### config.mk
export PLATFORM = sky130hd
export DESIGN_NAME = mult_div_unit
export DESIGN_NICKNAME = d
export VERILOG_FILES = /design/src/rtl/mult_div_unit.sv
export SDC_FILE = /design/constraint.sdc
export NUM_CORES = 1
export LEC_CHECK = 0
export ABC_AREA = 0
export CAP_MARGIN = 20
export CELL_PAD_IN_SITES_DETAIL_PLACEMENT = 1
export CELL_PAD_IN_SITES_GLOBAL_PLACEMENT = 1
export CORE_MARGIN = 2
export CORE_UTILIZATION = 38
export CTS_CLUSTER_SIZE = 25
export DETAILED_ROUTE_END_ITERATION = 16
export PLACE_DENSITY_LB_ADDON = 0.05
export SYNTH_ARGS = -nofsm -noshare
export SYNTH_HDL_FRONTEND = slang
export SYNTH_SLANG_ARGS = --single-unit
### constraint.sdc
create_clock -name clock -period 3.14 [get_ports clock]
set_input_delay 0.785 -clock clock [delete_from_list [all_inputs] [get_ports clock]]
set_output_delay 0.785 -clock clock [all_outputs]
set_load 0.02 [all_outputs]
### src/rtl/mult_div_unit.sv
// ---------------------------------------------------------------------------
// mult_div_unit
//   Iterative multiply/divide unit for the EX stage. Executes MULT, MULTU,
//   DIV and DIVU one radix-2 step per clock and writes the architectural
//   HI/LO registers. MTHI/MTLO writes are accepted only while idle.
//
//   Ports
//     clock        : single clock, all state changes on posedge
//     reset        : synchronous, active-high; aborts any operation
//     start        : operation request, sampled only in IDLE
//     op           : 00 MULT, 01 MULTU, 10 DIV, 11 DIVU
//     inA / inB    : multiplicand/dividend, multiplier/divisor
//     hi_wen/lo_wen: MTHI/MTLO write enables, data on wd
//     busy         : operation in progress
//     done         : one-cycle pulse when HI/LO were written by an operation
//     div_by_zero  : divisor was zero; updated with done, held until next start
//     hi / lo      : HI and LO registers
// ---------------------------------------------------------------------------
module mult_div_unit #(
   parameter int N = 32
) (
   input  logic         clock,
   input  logic         reset,
   input  logic         start,
   input  logic [1:0]   op,
   input  logic [N-1:0] inA,
   input  logic [N-1:0] inB,
   input  logic         hi_wen,
   input  logic         lo_wen,
   input  logic [N-1:0] wd,
   output logic         busy,
   output logic         done,
   output logic         div_by_zero,
   output logic [N-1:0] hi,
   output logic [N-1:0] lo
);

   typedef enum logic [1:0] {
      IDLE = 2'd0,
      CALC = 2'd1,
      FIX  = 2'd2
   } state_t;

   localparam int            CW       = (N > 1) ? $clog2(N) : 1;
   localparam logic [CW-1:0] CNT_LAST = CW'(N - 1);

   state_t        state_q, state_d;
   logic [CW-1:0] cnt_q, cnt_d;
   logic          is_div_q, is_div_d;
   logic          divz_q, divz_d;     // divisor was zero at issue
   logic          neg_q, neg_d;       // product / quotient must be negated
   logic          rneg_q, rneg_d;     // remainder must be negated
   logic [N-1:0]  opnd_q, opnd_d;     // multiplicand or divisor magnitude
   logic [N-1:0]  p_hi_q, p_hi_d;     // product high half / partial remainder
   logic [N-1:0]  p_lo_q, p_lo_d;     // multiplier bits / dividend->quotient
   logic [N-1:0]  hi_q, hi_d;
   logic [N-1:0]  lo_q, lo_d;
   logic          done_q, done_d;
   logic          dbz_q, dbz_d;

   logic          sgn_op;
   logic [N-1:0]  a_mag, b_mag;
   logic [N:0]    mul_sum;
   logic [N:0]    div_trial;
   logic [2*N-1:0] prod;

   // Signed ops work on magnitudes; the signs are reapplied in FIX.
   assign sgn_op = ~op[0];
   assign a_mag  = (sgn_op && inA[N-1]) ? -inA : inA;
   assign b_mag  = (sgn_op && inB[N-1]) ? -inB : inB;

   // Multiply step: conditionally add the multiplicand into the upper half,
   // then shift the whole product right; the carry lands in bit N-1.
   assign mul_sum = {1'b0, p_hi_q} + (p_lo_q[0] ? {1'b0, opnd_q} : {(N+1){1'b0}});

   // Divide step: shift the next dividend bit into the partial remainder and
   // try subtracting the divisor; bit N set means the subtraction borrowed.
   // With a zero divisor the remainder simply collects the dividend.
   assign div_trial = {p_hi_q, p_lo_q[N-1]} - {1'b0, opnd_q};

   always_comb begin
      state_d  = state_q;
      cnt_d    = cnt_q;
      is_div_d = is_div_q;
      divz_d   = divz_q;
      neg_d    = neg_q;
      rneg_d   = rneg_q;
      opnd_d   = opnd_q;
      p_hi_d   = p_hi_q;
      p_lo_d   = p_lo_q;
      hi_d     = hi_q;
      lo_d     = lo_q;
      done_d   = 1'b0;
      dbz_d    = dbz_q;
      prod     = {p_hi_q, p_lo_q};

      case (state_q)
         IDLE: begin
            if (hi_wen) hi_d = wd;
            if (lo_wen) lo_d = wd;
            if (start) begin
               state_d  = CALC;
               cnt_d    = '0;
               is_div_d = op[1];
               divz_d   = op[1] && (inB == '0);
               neg_d    = sgn_op && (inA[N-1] ^ inB[N-1]);
               rneg_d   = sgn_op && op[1] && inA[N-1];
               dbz_d    = 1'b0;
               p_hi_d   = '0;
               if (op[1]) begin
                  opnd_d = b_mag;
                  p_lo_d = a_mag;
               end else begin
                  opnd_d = a_mag;
                  p_lo_d = b_mag;
               end
            end
         end

         CALC: begin
            if (is_div_q) begin
               if (!div_trial[N]) begin
                  p_hi_d = div_trial[N-1:0];
                  p_lo_d = {p_lo_q[N-2:0], 1'b1};
               end else begin
                  p_hi_d = {p_hi_q[N-2:0], p_lo_q[N-1]};
                  p_lo_d = {p_lo_q[N-2:0], 1'b0};
               end
            end else begin
               {p_hi_d, p_lo_d} = {mul_sum, p_lo_q[N-1:1]};
            end
            cnt_d = cnt_q + 1'b1;
            if (cnt_q == CNT_LAST) state_d = FIX;
         end

         FIX: begin
            state_d = IDLE;
            done_d  = 1'b1;
            dbz_d   = divz_q;
            if (is_div_q) begin
               // Remainder keeps the dividend's sign; for a zero divisor the
               // remainder magnitude is |inA|, so this restores inA exactly.
               hi_d = rneg_q ? -p_hi_q : p_hi_q;
               if (divz_q) lo_d = '1;
               else        lo_d = neg_q ? -p_lo_q : p_lo_q;
            end else begin
               if (neg_q) prod = -{p_hi_q, p_lo_q};
               {hi_d, lo_d} = prod;
            end
         end

         default: state_d = IDLE;
      endcase
   end

   always_ff @(posedge clock) begin
      if (reset) begin
         state_q  <= IDLE;
         cnt_q    <= '0;
         is_div_q <= 1'b0;
         divz_q   <= 1'b0;
         neg_q    <= 1'b0;
         rneg_q   <= 1'b0;
         opnd_q   <= '0;
         p_hi_q   <= '0;
         p_lo_q   <= '0;
         hi_q     <= '0;
         lo_q     <= '0;
         done_q   <= 1'b0;
         dbz_q    <= 1'b0;
      end else begin
         state_q  <= state_d;
         cnt_q    <= cnt_d;
         is_div_q <= is_div_d;
         divz_q   <= divz_d;
         neg_q    <= neg_d;
         rneg_q   <= rneg_d;
         opnd_q   <= opnd_d;
         p_hi_q   <= p_hi_d;
         p_lo_q   <= p_lo_d;
         hi_q     <= hi_d;
         lo_q     <= lo_d;
         done_q   <= done_d;
         dbz_q    <= dbz_d;
      end
   end

   assign busy        = (state_q != IDLE);
   assign done        = done_q;
   assign div_by_zero = dbz_q;
   assign hi          = hi_q;
   assign lo          = lo_q;

endmodule

# [Word level (Yosys, flattened, before mapping)]
# Cells that the tools add are included.
# W data, S select, Z words.
[word_totals] ff_bits=173 in_bits=103 word_cells=78
[classes] add_sub_neg=8 eq_ne=7 n_mux=31 bitwise=2 reduce_logical=17
[ops] cell="$mux W32" count=17
[ops] cell="$pmux W32 S2" count=4
[ops] cell="$neg A32 Y32" count=4
[ops] cell="$mux W64" count=1
[ops] cell="$neg A64 Y64" count=1
[ops] cell="$add A32 B32 Y33" count=1
[ops] cell="$sub A33 B32 Y33" count=1
[ops] cell="$logic_not A32 Y1" count=1
[ops] cell="$reduce_and A2 Y1" count=6
[ops] cell="$pmux W5 S2" count=1
[ops] cell="$ne A2 B2 Y1 const B" count=4
[ops] cell="$logic_and A1 B1 Y1" count=6
[ops] cell="$reduce_bool A2 Y1" count=3
[ops] cell="$add A5 B1 Y5 const B" count=1
[ops] cell="$eq A5 B5 Y1 const B" count=1
[ops] cell="$mux W5" count=1
[ops] cell="$mux W2" count=2
[ops] cell="$pmux W2 S2" count=1
[ops] cell="$mux W1" count=3
[ops] cell="$eq A2 B1 Y1 const B" count=1
[ops] cell="$eq A2 B2 Y1 const B" count=1
[ops] cell="$logic_not A2 Y1" count=1
[ops] cell="$pmux W1 S2" count=1
[ops] cell="$not A1 Y1" count=1
[ops] cell="$xor A1 B1 Y1" count=1

# [Logic depth before layout (Yosys ltp)]
# Gate-level depths: netlist (run 1).
[logic_depth] depth_word=6 mapped_depth=14 mapped_depth_nobuf=13

# [Least setup slack after synthesis (run 1)]
# No wires, ideal clock.
[synth_timing] path_kind="input-to-reg" startpoint="input inA[14]" endpoint="register opnd_q[25]" t_arrival_ns=3.109 required_time_ns=3.012 path_slack_ns=-0.097 stages=9 path_buffers=0 cell_sequence="or4_4 or4b_4 or3_1 or3_4 o31ai_2 xor2_1 nand2_1 nand3_1 o31ai_1"
[synth_via] elab_chain_cells=3
[synth_rtl] item="start, declared" line_no="26" source="input logic [N-1:0] inA,"
[synth_rtl] item="$neg A32 Y32" line_no="69" source="assign a_mag = (sgn_op && inA[N-1]) ? -inA : inA;"
[synth_rtl] item="$mux W32" line_no="69"
[synth_rtl] item="$mux W32" line_no="110" source="if (op[1]) begin"
[synth_rtl] item="end signal, assigned" line_no="178" source="opnd_q <= opnd_d;"
[synth_rtl] item="end, declared" line_no="53" source="logic [N-1:0] opnd_q, opnd_d;"
# Every way passes these cells.
# A chain may end at the register's enable or synchronous reset.

# [Worst setup path after layout (run 1)]
[layout_timing] startpoint="register p_lo_q[0]" endpoint="register p_hi_q[28]"
[layout_via] elab_chain_cells=4
[layout_rtl] item="start, declared" line_no="55" source="logic [N-1:0] p_lo_q, p_lo_d;"
[layout_rtl] item="start signal, assigned" line_no="180" source="p_lo_q <= p_lo_d;"
[layout_rtl] item="$mux W32" line_no="74" source="assign mul_sum = {1'b0, p_hi_q} + (p_lo_q[0] ? {1'b0, opnd_q} : {(N+1){1'b0}});"
[layout_rtl] item="$add A32 B32 Y33" line_no="74"
[layout_rtl] item="$mux W32" line_no="121" source="if (is_div_q) begin"
[layout_rtl] item="$pmux W32 S2" line_no="97" source="case (state_q)"
[layout_rtl] item="end signal, assigned" line_no="179" source="p_hi_q <= p_hi_d;"
[layout_rtl] item="end, declared" line_no="54" source="logic [N-1:0] p_hi_q, p_hi_d;"
# Every way passes these cells.

==> flow_summary.json, run 1 <==
{
  "period_share_pct": 105,
  "synth_edf_count": 0,
  "yosys_warnings": 0,
  "initial_core_util_pct": 38.4,
  "path_common_cell": "o211ai_1",
  "rsz0062_at_grt": "yes",
  "clockPowerShare_pct": 28.7,
  "critPathTopFamily": "compound AO/OA/AOI/OAI gates",
  "crit_end": "p_hi_q[28]$_SDFFE_PP0P_",
  "final_area_sq_um": 20300,
  "final_cells": 2876,
  "io_pins": 170,
  "synthFlopType": "dfxtp_1",
  "route.vias.total": 17018,
  "cts_made_buffers": 17,
  "layout_common_cells": "buf_4, nand2_1, nor2_1, a21oi_1, dfxtp_1",
  "drive_above_1_share_pct": 21.6,
  "hold_buffers": 0,
  "worstPathArrival_ps": 3690,
  "switchingPower_uw": 3020,
  "grt_max_degree": 84,
  "post_dp_cell_area_sq_um": 18700,
  "cts.clk_slew.worst_paths_ps": 80,
  "final_antenna_net_count": 0,
  "path_class": "flop to flop",
  "clock_tree.buffer_depth": 2,
  "swShare_pct": 38.5,
  "die_area_sq_um": 39600,
  "skew_ps": 16.6,
  "syn_avg_cell_area_sq_um": 7.38,
  "drt-total-wl_um": 68100,
  "max_freq_ghz": 0.303,
  "numPortBuffers": 169,
  "path_depth": 13,
  "power_density_nw_per_um2": 387,
  "grt_usage_pct": 33.1,
  "core_sq_um": 37600,
  "cp_max_fo": 6,
  "ir_worst_vdd_mv": 0.239,
  "synthCells": 1958,
  "layout_commonest_cell": "buf_4",
  "r2r_cells": 13,
  "synth_cell_types": 75,
  "drtIter0Drc": 1141,
  "dpl.cell_count": 2815,
  "setup_slack_ps": -159,
  "cts_max_level": 4,
  "finalSetupViolCount": 7,
  "gp_congestion": 0.949,
  "syn_area_sq_um": 14400,
  "grt.overflow.total": 0,
  "cts.sinks": 173,
  "via_per_inst": 5.92,
  "grt_pass1_vias": 16610,
  "final_nets": 2527,
  "r2r_start": "p_lo_q[0]$_SDFFE_PP0P_",
  "p_int_uw": 4820,
  "area_growth_pct": 40.5,
  "die_h_um": 199,
  "status": "finished with violations",
  "grt_antenna_before_repair": 3,
  "final_hold_viol_count": 0,
  "route.detailed.drc": 0,
  "hpwl_um": 53000,
  "cp_cell_sequence": "clkinvlp_4 > nor2_1 > ha_2 > o211ai_1 > o211ai_1 > a21oi_1 > o31ai_1 > buf_4 > a21oi_4 > o221a_4 > nor3b_1 > a211o_1 > o21ai_0",
  "synth_seq_cells": 173,
  "violations": "setup timing",
  "rr_endpoint": "p_hi_q[28]$_SDFFE_PP0P_",
  "reg2reg_slack_ps": -160,
  "tightest_slew_ps": 1040,
  "holdWs_ps": 455,
  "synthArstFlopShare_pct": 0,
  "syn_nets": 2133,
  "cp-start-kind": "flop",
  "end_kind": "flop",
  "clock_latency_ps": 460,
  "cp_slowest_cell": "a21oi_1",
  "worstPathRequired_ps": 3530,
  "seq_area_frac_synth_pct": 24.0,
  "cts.root.buffer_cell": "clkbuf_16",
  "slowest_delay_ps": 380,
  "sequentialPowerShare_pct": 31.5,
  "row_count": 71,
  "cp_num_buf_inv": 2,
  "grt_first_pass_wirelength_um": 99400,
  "die_w_um": 199,
  "wl_per_cell_um": 23.7,
  "fin_crit_ps": 3300,
  "first_pass_iters": 5,
  "drv_cap": 0,
  "n_antenna_cell": 0,
  "max_slew_margin_pct": 30.6,
  "critPathLaunch": "p_lo_q[0]$_SDFFE_PP0P_",
  "cts_tree": "done",
  "drv_slew": 0,
  "hold_path.class": "flop to flop",
  "power.leakage_uw": 0.00811,
  "combinationalPowerShare_pct": 39.9
}
## cell type report
class,instances,area (sq um)
fill,4654,17300
multi-input combinational,1584,10900
timing repair buffer,513,4430
sequential,173,3470
tap,511,639
clock buffer,18,429
inverter,63,240
clock inverter,14,171
## cells by family after synthesis
kind of cell               Yosys count  share of synthesized area, %
and+or+nand+nor                    618                          19.7
DFF                                173                          24.0
buffers and inverters              201                          5.28
xor gates and xnor gates           176                          10.7
AOI/OAI and AO/OA                  665                          30.3
adders and majority gates           72                          6.34
muxes                               53                          3.68
## worst register-to-register path, delay by kind of cell, from the launching register on
kind / cells / cell delay, ps
and+or+nand+nor: 2 / 270
AOI/OAI and AO/OA: 8 / 1920
buffers and inverters: 2 / 360
DFF: 1 / 370
adders and majority gates: 1 / 320
## timing repair
| item | 4_1_cts | 5_1_grt |
|---|---|---|
| setup buffers | 11 | 18 |
| cloned | 0 | 2 |
| gates resized for setup | 47 | 137 |
| pin swaps | 22 | 62 |
| endpoints found under the setup margin | 39 | 78 |
## power groups by stage
stage	Clock, uW	Sequential [uW]	Combinational, uW
after floorplan	0	2570	1490
after global placement	0	2510	2810
after detailed placement	0	2520	2870
after CTS	2260	2460	2930
after global routing	2350	2480	3350
final	2250	2470	3130
## cell usage after synthesis, drive strengths merged (21+ instances only)
library cell | instances | area [sq um]
nand3 | 25 | 125
nor2 | 205 | 769
a211oi | 66 | 495
ha | 70 | 876
o31ai | 28 | 215
inv | 63 | 236
o211ai | 33 | 248
xnor2 | 110 | 963
xor2 | 66 | 578
a31oi | 24 | 150
mux2i | 52 | 521
nand2b | 23 | 144
a21o | 25 | 188
nor3 | 39 | 195
o21ai | 113 | 566
clkbuf | 122 | 458
o221ai | 36 | 315
a21oi | 201 | 1010
nor2b | 21 | 131
nand2 | 205 | 769
dfxtp | 173 | 3460
## flip-flops by register name, indices dropped and copies added (netlist names)
name and flops:
opnd_q 32, hi 32, divz_q 1, cnt_q 5
is_div_q 1, p_lo_q 32, p_hi_q 32, done 1
state_q 2, lo 32, div_by_zero 1, neg_q 1
rneg_q 1
## stage by stage
step	utilization, %	setup TNS, ps	worst slack (ps)	total power, uW
floorplan	-	-268	-95.6	4050
detailed placement	49.8	-21400	-766	5390
finish	54.0	-448	-159	7850
global route	54.0	-1240	-226	8190
global placement	49.8	-17770	-735	5320
CTS	51.9	-18.9	-18.9	7660
## worst min-delay path by stage
stage | startpoint | endpoint | cells past startpoint
floorplan | opnd_q[15]$_SDFFE_PP0P_ | opnd_q[15]$_SDFFE_PP0P_ | 2
global placement | opnd_q[21]$_SDFFE_PP0P_ | opnd_q[21]$_SDFFE_PP0P_ | 1
detailed placement | lo[29]$_SDFFE_PP0P_ | lo[29]$_SDFFE_PP0P_ | 2
CTS | lo[29]$_SDFFE_PP0P_ | lo[29]$_SDFFE_PP0P_ | 2
global route | opnd_q[21]$_SDFFE_PP0P_ | opnd_q[21]$_SDFFE_PP0P_ | 1
finish | opnd_q[7]$_SDFFE_PP0P_ | opnd_q[7]$_SDFFE_PP0P_ | 2
## per-layer routing
layer / track usage (%) / up-vias / wire, um
li1: - / 7954 / -
met1: 44.9 / 8355 / 30500
met2: 53.2 / 598 / 30900
met3: 3.36 / 111 / 3740
met4: 14.3 / 0 / 2930
met5: 0 / - / 0
Power figures use the tool's default switching activity.
==> run 2: changes to the inputs <==
==> constraint.sdc (replaced) <==
create_clock -name clock -period 3.14 [get_ports clock]
set_input_delay 0.471 -clock clock [delete_from_list [all_inputs] [get_ports clock]]
set_output_delay 0.471 -clock clock [all_outputs]
set_load 0.02 [all_outputs]
==> flow_summary.json, run 2 (synthesis results as in run 1) <==
{
  "final_nets": 2455,
  "via_per_inst": 5.93,
  "drt-total-wl_um": 65100,
  "cts.clk_slew.worst_paths_ps": 70,
  "core_sq_um": 37600,
  "ir_worst_vdd_mv": 0.399,
  "final_hold_viol_count": 0,
  "worstPathArrival_ps": 3520,
  "area_growth_pct": 34.4,
  "grt_antenna_before_repair": 0,
  "period_share_pct": 100,
  "sequentialPowerShare_pct": 32.7,
  "cp_max_fo": 8,
  "max_slew_margin_pct": 41.9,
  "p_int_uw": 4680,
  "max_freq_ghz": 0.318,
  "wl_per_cell_um": 23.2,
  "hold_buffers": 0,
  "finalSetupViolCount": 1,
  "gp_congestion": 0.945,
  "clock_tree.buffer_depth": 2,
  "drive_above_1_share_pct": 18.1,
  "path_common_cell": "buf_6",
  "layout_common_cells": "buf_4, nand2_1, nor2_1, a21oi_1, dfxtp_1",
  "route.vias.total": 16615,
  "violations": "setup timing",
  "swShare_pct": 38.0,
  "cts.sinks": 173,
  "grt.overflow.total": 0,
  "drtIter0Drc": 1020,
  "grt_pass1_vias": 16321,
  "cts.root.buffer_cell": "clkbuf_16",
  "final_area_sq_um": 19400,
  "clock_latency_ps": 460,
  "die_area_sq_um": 39600,
  "grt_usage_pct": 31.9,
  "cp-start-kind": "flop",
  "power.leakage_uw": 0.00767,
  "worstPathRequired_ps": 3520,
  "hold_path.class": "flop to flop",
  "final_antenna_net_count": 0,
  "hpwl_um": 51100,
  "row_count": 71,
  "die_w_um": 199,
  "nFillCells": 4636,
  "fin_crit_ps": 3140,
  "route.detailed.drc": 0,
  "grt_first_pass_wirelength_um": 96200,
  "grt_max_degree": 66,
  "cts_max_level": 4,
  "drv_cap": 0,
  "cts_tree": "done",
  "io_pins": 170,
  "die_h_um": 199,
  "slowest_delay_ps": 370,
  "status": "finished with violations",
  "cp_cell_sequence": "clkinvlp_4 > buf_6 > buf_6 > buf_6 > nor2_4 > ha_1 > and3_4 > buf_6 > nand4_1 > buf_4 > o311a_4 > xor2_2 > a221o_1 > a41oi_2",
  "initial_core_util_pct": 38.4,
  "combinationalPowerShare_pct": 39.0,
  "cp_slowest_cell": "dfxtp_4",
  "rsz0062_at_grt": "yes",
  "tightest_slew_ps": 869,
  "layout_commonest_cell": "buf_4",
  "clockPowerShare_pct": 28.2,
  "switchingPower_uw": 2870,
  "path_class": "flop to flop",
  "post_dp_cell_area_sq_um": 18100,
  "setup_slack_ps": -1.55,
  "cts_made_buffers": 17,
  "setup-tns-final_ps": -1.55,
  "numPortBuffers": 169,
  "first_pass_iters": 5,
  "skew_ps": 10.5,
  "end_kind": "flop",
  "drv_slew": 0,
  "power_density_nw_per_um2": 389
}
-- run 2: changes by cell type in the layout (fill, tap and decap cells not counted), sizes merged --
cell / change
buf: -74
dlygate4sd2: -1
clkdlybuf4s50: +6
clkbuf: -3
clkinvlp: +2
dlymetal6s2s: -2
clkinv: -1
diode: +1
inv: -1
-- run 2: timing repair --
item | CTS | global route
pin swaps | 6 | 49
gates resized for setup | 17 | 108
endpoints found under the hold margin | 0 | 0
setup endpoints to repair | 25 | 54
setup buffers | 5 | 18
cloned | 1 | 1
-- run 2: area by class of cell --
class	instances	area (sq um)	share of cell area, %
Multi-Input combinational cell	1584	10700	55.3
Clock inverter	13	130	0.670
Antenna cell	1	2.50	0.0129
Clock buffer	17	425	2.19
Timing Repair Buffer	440	3760	19.4
Inverter	63	240	1.24
Timing Repair inverter	1	7.51	0.0387
Tap cell	511	639	3.29
Sequential cell	173	3470	17.9
-- run 2: worst paths after layout --
check                           slack [ps]  depth (start not counted)                    from                       to
worst max-delay path                    -2                         14  p_lo_q[0]$_SDFFE_PP0P_  p_hi_q[30]$_SDFFE_PP0P_
worst min-delay path                   450                          2     lo[11]$_SDFFE_PP0P_      lo[11]$_SDFFE_PP0P_
worst max register to register          -2                         14  p_lo_q[0]$_SDFFE_PP0P_  p_hi_q[30]$_SDFFE_PP0P_
worst min register to register         450                          2     lo[11]$_SDFFE_PP0P_      lo[11]$_SDFFE_PP0P_
-- run 2: layer usage --
layer  part of all wire (%)  vias up  routed length, um  global-route usage [%]
met5                      0        -                  0                       0
met2                     46      523              30000                    52.4
met4                    3.5        0               2250                    11.3
met1                     45     8172              29500                    43.3
met3                    5.2      103               3360                    3.22
li1                       -     7817                  -                       -
-- run 2: stage by stage --
step | util (%) | setup WS [ps] | instances | hold WS [ps] | total power, uW
finish | 51.7 | -1.55 | 2803 | 454 | 7550
CTS | 50.0 | -5.05 | 2783 | 455 | 7380
global route | 51.7 | -152 | 2802 | 472 | 7880
global placement | 48.3 | -415 | 2747 | 441 | 5180
detailed placement | 48.3 | -420 | 2747 | 444 | 5250
floorplan | - | 80.6 | 1958 | 425 | 4050
-- run 2: critical path, delay by kind of cell (launching register included) --
kind                       cells  cell delay (ps)
buffers and inverters          6              870
AOI/OAI and AO/OA              3              850
DFF                            1              370
and+or+nand+nor                3              460
adders and majority gates      1              350
xor gates and xnor gates       1              150
-- run 2: power by group through the flow --
stage | clock network (uW) | registers (uW) | logic (uW)
after CTS | 2140 | 2470 | 2770
after global placement | 0 | 2510 | 2670
after floorplan | 0 | 2570 | 1490
after global routing | 2240 | 2490 | 3160
after detailed placement | 0 | 2520 | 2730
final | 2130 | 2470 | 2950
